$ cat config.mk
export PLATFORM = sky130hd
export DESIGN_NAME = cam_pattern_gen
export DESIGN_NICKNAME = d
export VERILOG_FILES = /design/src/rtl/cam_pattern_gen.sv
export SDC_FILE = /design/constraint.sdc
export NUM_CORES = 1
export LEC_CHECK = 0
export CAP_MARGIN = 10
export CORE_ASPECT_RATIO = 0.8
export CORE_MARGIN = 3
export CORE_UTILIZATION = 60
export CTS_BUF_LIST = sky130_fd_sc_hd__clkbuf_16
export DETAILED_ROUTE_END_ITERATION = 10
export PLACE_DENSITY = 0.83
export SLEW_MARGIN = 20
export SYNTH_ARGS = -nofsm -noshare
export SYNTH_HDL_FRONTEND = slang
export SYNTH_SLANG_ARGS = --single-unit
$ cat constraint.sdc
create_clock -name xipMCLK -period 4.55 [get_ports xipMCLK]
set_input_delay 0.91 -clock xipMCLK [delete_from_list [all_inputs] [get_ports xipMCLK]]
set_output_delay 0.91 -clock xipMCLK [all_outputs]
set_load 0.01 [all_outputs]
$ cat src/rtl/cam_pattern_gen.sv
// cam_pattern_gen -- camera-style test pattern source (OV76xx-like parallel bus).
//
// Produces PCLK/VSYNC/HREF/D framing from a single master clock. One byte slot
// lasts PCLK_DIV MCLK cycles; all framing outputs move only on the PCLK falling
// edge (slot boundary). Pattern mode and fixed value are latched at frame start.
//
// Optional feature: define CAMGEN_PRBS_EN to make mode 3 emit a PRBS8 sequence
// (x^8+x^6+x^5+x^4+1, seed 0xFF at every VSYNC entry) instead of ipFixVal.
//
// Ports:
//   xipMCLK      in   master clock, everything on its rising edge
//   xinRESET     in   synchronous active-low reset
//   ipEnable     in   run request (sampled at frame boundaries)
//   ipMode       in   2  pattern: 0 ramp, 1 line index, 2 checker, 3 fixed/PRBS
//   ipFixVal     in   8  byte used by mode 3 (non-PRBS build)
//   xopCAM_PCLK  out  pixel clock
//   xopCAM_VSYNC out  high during the VSYNC period
//   xopCAM_HREF  out  high during active bytes of an active line
//   xopCAM_D     out  8  pixel byte, 0x00 outside HREF
//   opBusy       out  high whenever a frame is in progress
//   opFrameDone  out  one-MCLK pulse at the end of each frame
//   opFrameCnt   out  16 completed-frame counter (wraps)
module cam_pattern_gen #(
  parameter int unsigned H_ACTIVE    = 640,
  parameter int unsigned V_ACTIVE    = 480,
  parameter int unsigned BPP         = 2,
  parameter int unsigned H_BLANK     = 144,
  parameter int unsigned VSYNC_LINES = 3,
  parameter int unsigned V_BACK      = 17,
  parameter int unsigned V_FRONT     = 10,
  parameter int unsigned PCLK_DIV    = 2
) (
  input  logic        xipMCLK,
  input  logic        xinRESET,
  input  logic        ipEnable,
  input  logic [1:0]  ipMode,
  input  logic [7:0]  ipFixVal,
  output logic        xopCAM_PCLK,
  output logic        xopCAM_VSYNC,
  output logic        xopCAM_HREF,
  output logic [7:0]  xopCAM_D,
  output logic        opBusy,
  output logic        opFrameDone,
  output logic [15:0] opFrameCnt
);

  localparam logic [15:0] ACT_BYTES = 16'(H_ACTIVE * BPP);
  localparam logic [15:0] SLOT_LAST = 16'(H_ACTIVE * BPP + H_BLANK - 1);
  localparam logic [7:0]  DIV_LAST  = 8'(PCLK_DIV - 1);
  localparam logic [7:0]  DIV_HALF  = 8'(PCLK_DIV / 2);
  localparam logic [2:0]  BSUB_LAST = 3'(BPP - 1);

  typedef enum logic [2:0] {
    ST_IDLE,
    ST_VSYNC,
    ST_VBACK,
    ST_ACTIVE,
    ST_VFRONT
  } state_t;

  state_t      state_q, state_d;
  logic [7:0]  div_q, div_d;
  logic [15:0] slot_q, slot_d;   // byte slot within the current line
  logic [15:0] line_q, line_d;   // line within the current period
  logic [15:0] pix_q, pix_d;     // pixel index within the line
  logic [2:0]  bsub_q, bsub_d;   // byte within the current pixel
  logic [1:0]  mode_q, mode_d;
  logic [7:0]  fix_q, fix_d;
  logic        vsync_q, vsync_d;
  logic        href_q, href_d;
  logic [7:0]  data_q, data_d;
  logic        done_q, done_d;
  logic [15:0] cnt_q, cnt_d;

  logic        tick;
  logic        line_end;
  logic        period_end;
  logic        frame_start;
  logic [15:0] period_last;
  logic [7:0]  pat;

`ifdef CAMGEN_PRBS_EN
  logic [7:0]  lfsr_q, lfsr_d;
`endif

  assign tick        = (div_q == DIV_LAST);
  assign div_d       = tick ? '0 : div_q + 8'd1;
  assign line_end    = (slot_q == SLOT_LAST);
  assign period_end  = line_end && (line_q == period_last);

  assign xopCAM_PCLK  = (div_q >= DIV_HALF);
  assign xopCAM_VSYNC = vsync_q;
  assign xopCAM_HREF  = href_q;
  assign xopCAM_D     = data_q;
  assign opBusy       = (state_q != ST_IDLE);
  assign opFrameDone  = done_q;
  assign opFrameCnt   = cnt_q;

  always_comb begin
    period_last = '0;
    case (state_q)
      ST_VSYNC:  period_last = 16'(VSYNC_LINES - 1);
      ST_VBACK:  period_last = 16'(V_BACK - 1);
      ST_ACTIVE: period_last = 16'(V_ACTIVE - 1);
      ST_VFRONT: period_last = 16'(V_FRONT - 1);
      default:   period_last = '0;
    endcase
  end

  // Position counters advance at every slot boundary; the outputs for the
  // coming slot are derived from the next-state position so that VSYNC/HREF/D
  // line up exactly with the state they describe.
  always_comb begin
    state_d     = state_q;
    slot_d      = slot_q;
    line_d      = line_q;
    pix_d       = pix_q;
    bsub_d      = bsub_q;
    mode_d      = mode_q;
    fix_d       = fix_q;
    vsync_d     = vsync_q;
    href_d      = href_q;
    data_d      = data_q;
    done_d      = 1'b0;
    cnt_d       = cnt_q;
    frame_start = 1'b0;
    pat         = '0;

    if (tick) begin
      slot_d = line_end ? '0 : slot_q + 16'd1;
      if (line_end) begin
        pix_d  = '0;
        bsub_d = '0;
        line_d = period_end ? '0 : line_q + 16'd1;
      end else if (bsub_q == BSUB_LAST) begin
        pix_d  = pix_q + 16'd1;
        bsub_d = '0;
      end else begin
        bsub_d = bsub_q + 3'd1;
      end

      case (state_q)
        ST_IDLE: begin
          slot_d = '0;
          line_d = '0;
          pix_d  = '0;
          bsub_d = '0;
          if (ipEnable) begin
            state_d     = ST_VSYNC;
            frame_start = 1'b1;
          end
        end
        ST_VSYNC:  if (period_end) state_d = ST_VBACK;
        ST_VBACK:  if (period_end) state_d = ST_ACTIVE;
        ST_ACTIVE: if (period_end) state_d = ST_VFRONT;
        ST_VFRONT: begin
          if (period_end) begin
            done_d = 1'b1;
            cnt_d  = cnt_q + 16'd1;
            if (ipEnable) begin
              state_d     = ST_VSYNC;
              frame_start = 1'b1;
            end else begin
              state_d = ST_IDLE;
            end
          end
        end
        default: state_d = ST_IDLE;
      endcase

      if (frame_start) begin
        mode_d = ipMode;
        fix_d  = ipFixVal;
      end

      case (mode_q)
        2'd0: pat = slot_d[7:0];
        2'd1: pat = line_d[7:0];
        2'd2: pat = {8{pix_d[0] ^ line_d[0]}};
`ifdef CAMGEN_PRBS_EN
        default: pat = lfsr_q;
`else
        default: pat = fix_q;
`endif
      endcase

      vsync_d = (state_d == ST_VSYNC);
      href_d  = (state_d == ST_ACTIVE) && (slot_d < ACT_BYTES);
      data_d  = href_d ? pat : '0;
    end
  end

`ifdef CAMGEN_PRBS_EN
  // Fibonacci PRBS8, taps 8,6,5,4; the current value is emitted, then stepped.
  always_comb begin
    lfsr_d = lfsr_q;
    if (tick) begin
      if (frame_start) begin
        lfsr_d = 8'hFF;
      end else if (href_d) begin
        lfsr_d = {lfsr_q[6:0], lfsr_q[7] ^ lfsr_q[5] ^ lfsr_q[4] ^ lfsr_q[3]};
      end
    end
  end

  always_ff @(posedge xipMCLK) begin
    if (!xinRESET) begin
      lfsr_q <= 8'hFF;
    end else begin
      lfsr_q <= lfsr_d;
    end
  end
`endif

  always_ff @(posedge xipMCLK) begin
    if (!xinRESET) begin
      state_q <= ST_IDLE;
      div_q   <= '0;
      slot_q  <= '0;
      line_q  <= '0;
      pix_q   <= '0;
      bsub_q  <= '0;
      mode_q  <= '0;
      fix_q   <= '0;
      vsync_q <= 1'b0;
      href_q  <= 1'b0;
      data_q  <= '0;
      done_q  <= 1'b0;
      cnt_q   <= '0;
    end else begin
      state_q <= state_d;
      div_q   <= div_d;
      slot_q  <= slot_d;
      line_q  <= line_d;
      pix_q   <= pix_d;
      bsub_q  <= bsub_d;
      mode_q  <= mode_d;
      fix_q   <= fix_d;
      vsync_q <= vsync_d;
      href_q  <= href_d;
      data_q  <= data_d;
      done_q  <= done_d;
      cnt_q   <= cnt_d;
    end
  end

endmodule
==> flow_summary.yaml <==
routing:
  remaining_drc_errors: 0
  wl_um: 11270
  dr.pass1.iters: 5
  via_per_inst: 6.201
  postRouteAntennaNets: 0
  wl_per_cell_um: 16.53
  drt_iter0_drc: 391
  via_count: 4229
logic_synthesis:
  ys.warnings.count: 0
  avgSynthCellArea_sq_um: 8.034
  async_flop_share_pct: 0
  synth_top_flop_cell: "dfxtp_1"
  synthCells: 563
  post_synth_num_cell_types: 60
  netlist_area_sq_um: 4523
  ys_seq_elements: 84
  yosysSeqAreaShare_pct: 37.18
  syn_nets: 582
  synth_edf_count: 0
layout:
  fill_cells: 544
  layout_commonest_cell: "dfxtp_1"
  multi_input_area_sq_um: 2619
  diodes: 0
  fin_nets: 610
  layout_common_cells: "84 x dfxtp_1, 75 x nor2_1, 55 x nand2_1"
  drive_above_1_share_pct: 6.891
  syn_to_final_growth_pct: 15.46
  seqCellArea_sq_um: 1682
timing:
  worstMarginPinSlew_ns: 0.8274
  hold-worst-slack_ns: 0.4731
  fin_worst_skew_ns: 0.005898
  fin_setup_tns_ns: 0
  post-route-min-period_ns: 3.449
  rsz0062_at_grt: "no"
  period_share_pct: 75.81
  relSlewSlack_pct: 43.97
  finalHoldViolCount: 0
  max_clock_freq_ghz: 0.2899
  finalSetupViolCount: 0
  maxSlewViolCount: 0
setup_path:
  r2r-end: "xopCAM_D[2]$_SDFFE_PN0P_"
  startpoint_type: "flop"
  r2r_start: "slot_q[0]$_SDFFE_PN0P_"
  path_delay_family: "simple AND/OR/NAND/NOR gates"
  cp_num_buf_inv: 0
  crit_required_ns: 4.83
  cp_max_fo: 15
  max_stage_delay_ns: 0.56
  ff2ff_setup_slack_ns: 1.10
  arrival_ns: 3.73
  crit_type: "reg -> reg"
  r2r_cells: 8
  path_cells: "ha_1 > and4b_2 > nand4_1 > nand2_1 > nor2_1 > or3_2 > a2111oi_4 > a32o_1"
  cp-startpoint: "slot_q[0]$_SDFFE_PN0P_"
  cp_slowest_cell: "a2111oi_4"
  endpoint_kind: "flop"
pwr:
  swShare_pct: 24.49
  p_int_w: 0.001288
  comb_power_share_pct: 9.9
  switching_power_w: 0.0004179
  leakage_nw: 1.770
  vdd_ir_drop_max_uv: 185.2
  cellPowerDensity_nw_per_um2: 326.7
  p_clk_share_pct: 45.2
  pwr-share-seq_pct: 44.9
hold_path:
  hp-class: "reg -> reg"
  hp-start: "xopCAM_D[7]$_SDFFE_PN0P_"
  whs_path_depth: 1
  min_to: "xopCAM_D[7]$_SDFFE_PN0P_"
clock_tree:
  cts_tree: "done"
  clock_sinks: 84
  clock_latency_ns: 0.34
  root_buffer: "clkbuf_16"
  htreeDepth: 3
  cts_resized: 0
  numCtsBuffers: 9
  postCtsSetupRepairBufs: 0
  cts.path.max_buffers: 2
  cts.clk_slew.worst_paths_ns: 0.06
  postCtsHoldBufs: 0
global_routing:
  grt_max_degree: 57
  grt_pass1_vias: 3908
  antenna_found_initial: 0
  grt_pass1_wl_um: 18610
  grt_usage_pct: 26.72
  overflow: 0
floorplanning:
  dieArea_sq_um: 8623
  dieHeight_um: 83.66
  die_x_um: 103.1
  num_rows: 27
  initial_utilization_pct: 63.76
  ioPinCount: 42
  core-area_sq_um: 7094
run:
  maxCapViolCount: 0
placed_design:
  gp_congestion: 0.9560
  port_buffers: 41
  hpwl_um: 7738
run_status:
  status: "finished clean"
-- registers in the layout (all words and copies together) (netlist names) --
register      flops
div_q             8
opFrameDone       1
slot_q           16
line_q           16
xopCAM_HREF       1
mode_q            2
xopCAM_VSYNC      1
bsub_q            3
xopCAM_D          8
fix_q             8
pix_q             1
state_q           3
opFrameCnt       16
-- worst reg2reg max path, cell delays in order (launching register included) --
cell and delay [ns]:
dfxtp_1 0.44, ha_1 0.36, and4b_2 0.33, nand4_1 0.28
nand2_1 0.52, nor2_1 0.14, or3_2 0.51, a2111oi_4 0.56
a32o_1 0.26
-- final cells by class --
cell class                 count  share of cell area, %
tap                           87                  2.084
timing repair buffer          46                  8.577
sequential                    84                  32.20
inverter                      14                  1.006
multi-input combinational    436                  50.14
clock inverter                 6                  1.677
clock buffer                   9                  4.312
-- layer usage --
layer | track usage [%] | vias up | part of all wire, %
met5 | 0 | - | 0
met4 | 10.24 | 0 | 2.0
met3 | 5.681 | 22 | 7.2
met2 | 40.89 | 170 | 46
met1 | 36.55 | 1975 | 45
li1 | - | 2062 | -
-- power by group through the flow --
stage | registers [W] | clock network (W) | logic, W
6_report | 0.000766 | 0.000772 | 0.000169
5_1_grt | 0.000767 | 0.000809 | 0.000187
4_1_cts | 0.000765 | 0.000780 | 0.000167
3_5_place_dp | 0.000781 | 0 | 0.000165
3_3_place_gp | 0.000780 | 0 | 0.000163
2_1_floorplan | 0.000772 | 0 | 0.000127
-- worst max-delay path by stage --
stage / to / slack, ns / cells after the start
after floorplan: xopCAM_D[2]$_SDFFE_PN0P_ / 1.79 / 9
after global placement: xopCAM_D[4]$_SDFFE_PN0P_ / 1.35 / 8
after detailed placement: xopCAM_D[4]$_SDFFE_PN0P_ / 1.18 / 8
after CTS: xopCAM_D[2]$_SDFFE_PN0P_ / 1.15 / 8
after global routing: xopCAM_D[2]$_SDFFE_PN0P_ / 0.88 / 8
final: xopCAM_D[2]$_SDFFE_PN0P_ / 1.10 / 8
-- cells by family (layout without fill, tap and decap cells) --
family / count (synthesis) / count (layout) / synth area share (%)
DFF: 84 / 84 / 37.18
xor gates and xnor gates: 41 / 41 / 7.939
muxes: 15 / 15 / 3.319
and+or+nand+nor: 274 / 274 / 30.93
AOI/OAI and AO/OA: 100 / 100 / 13.94
buffers and inverters: 43 / 75 / 5.034
adders and majority gates: 6 / 6 / 1.660
-- stage by stage --
stage | setup slack, ns | instance area, sq um | util, % | total power [W] | cells
floorplan | 1.788 | 4523 | - | 0.0008989 | 563
detailed placement | 1.184 | 4910 | 69.21 | 0.0009465 | 667
finish | 1.101 | 5223 | 73.62 | 0.001706 | 682
CTS | 1.154 | 5223 | 73.62 | 0.001712 | 682
global route | 0.8849 | 5223 | 73.62 | 0.001762 | 682
global placement | 1.352 | 4910 | 69.21 | 0.0009427 | 667
-- Yosys cell counts (all sizes together) (6+ instances only) --
cell,count,area (sq um)
a21oi,41,205.2
a32o,6,60.06
and3,12,75.07
buf,7,61.30
clkbuf,20,95.09
dfxtp,84,1682
ha,6,75.07
inv,14,52.55
mux2i,15,150.1
nand2,56,212.7
nand3,28,140.1
nand3b,7,52.55
nand4,12,75.07
nor2,75,281.5
nor3,26,140.1
nor4,12,75.07
o21ai,29,145.1
o221ai,6,52.55
or2,8,50.05
or3,15,95.09
xnor2,23,201.4
xor2,18,157.7
No activity file was read; power rests on OpenSTA's default activity.
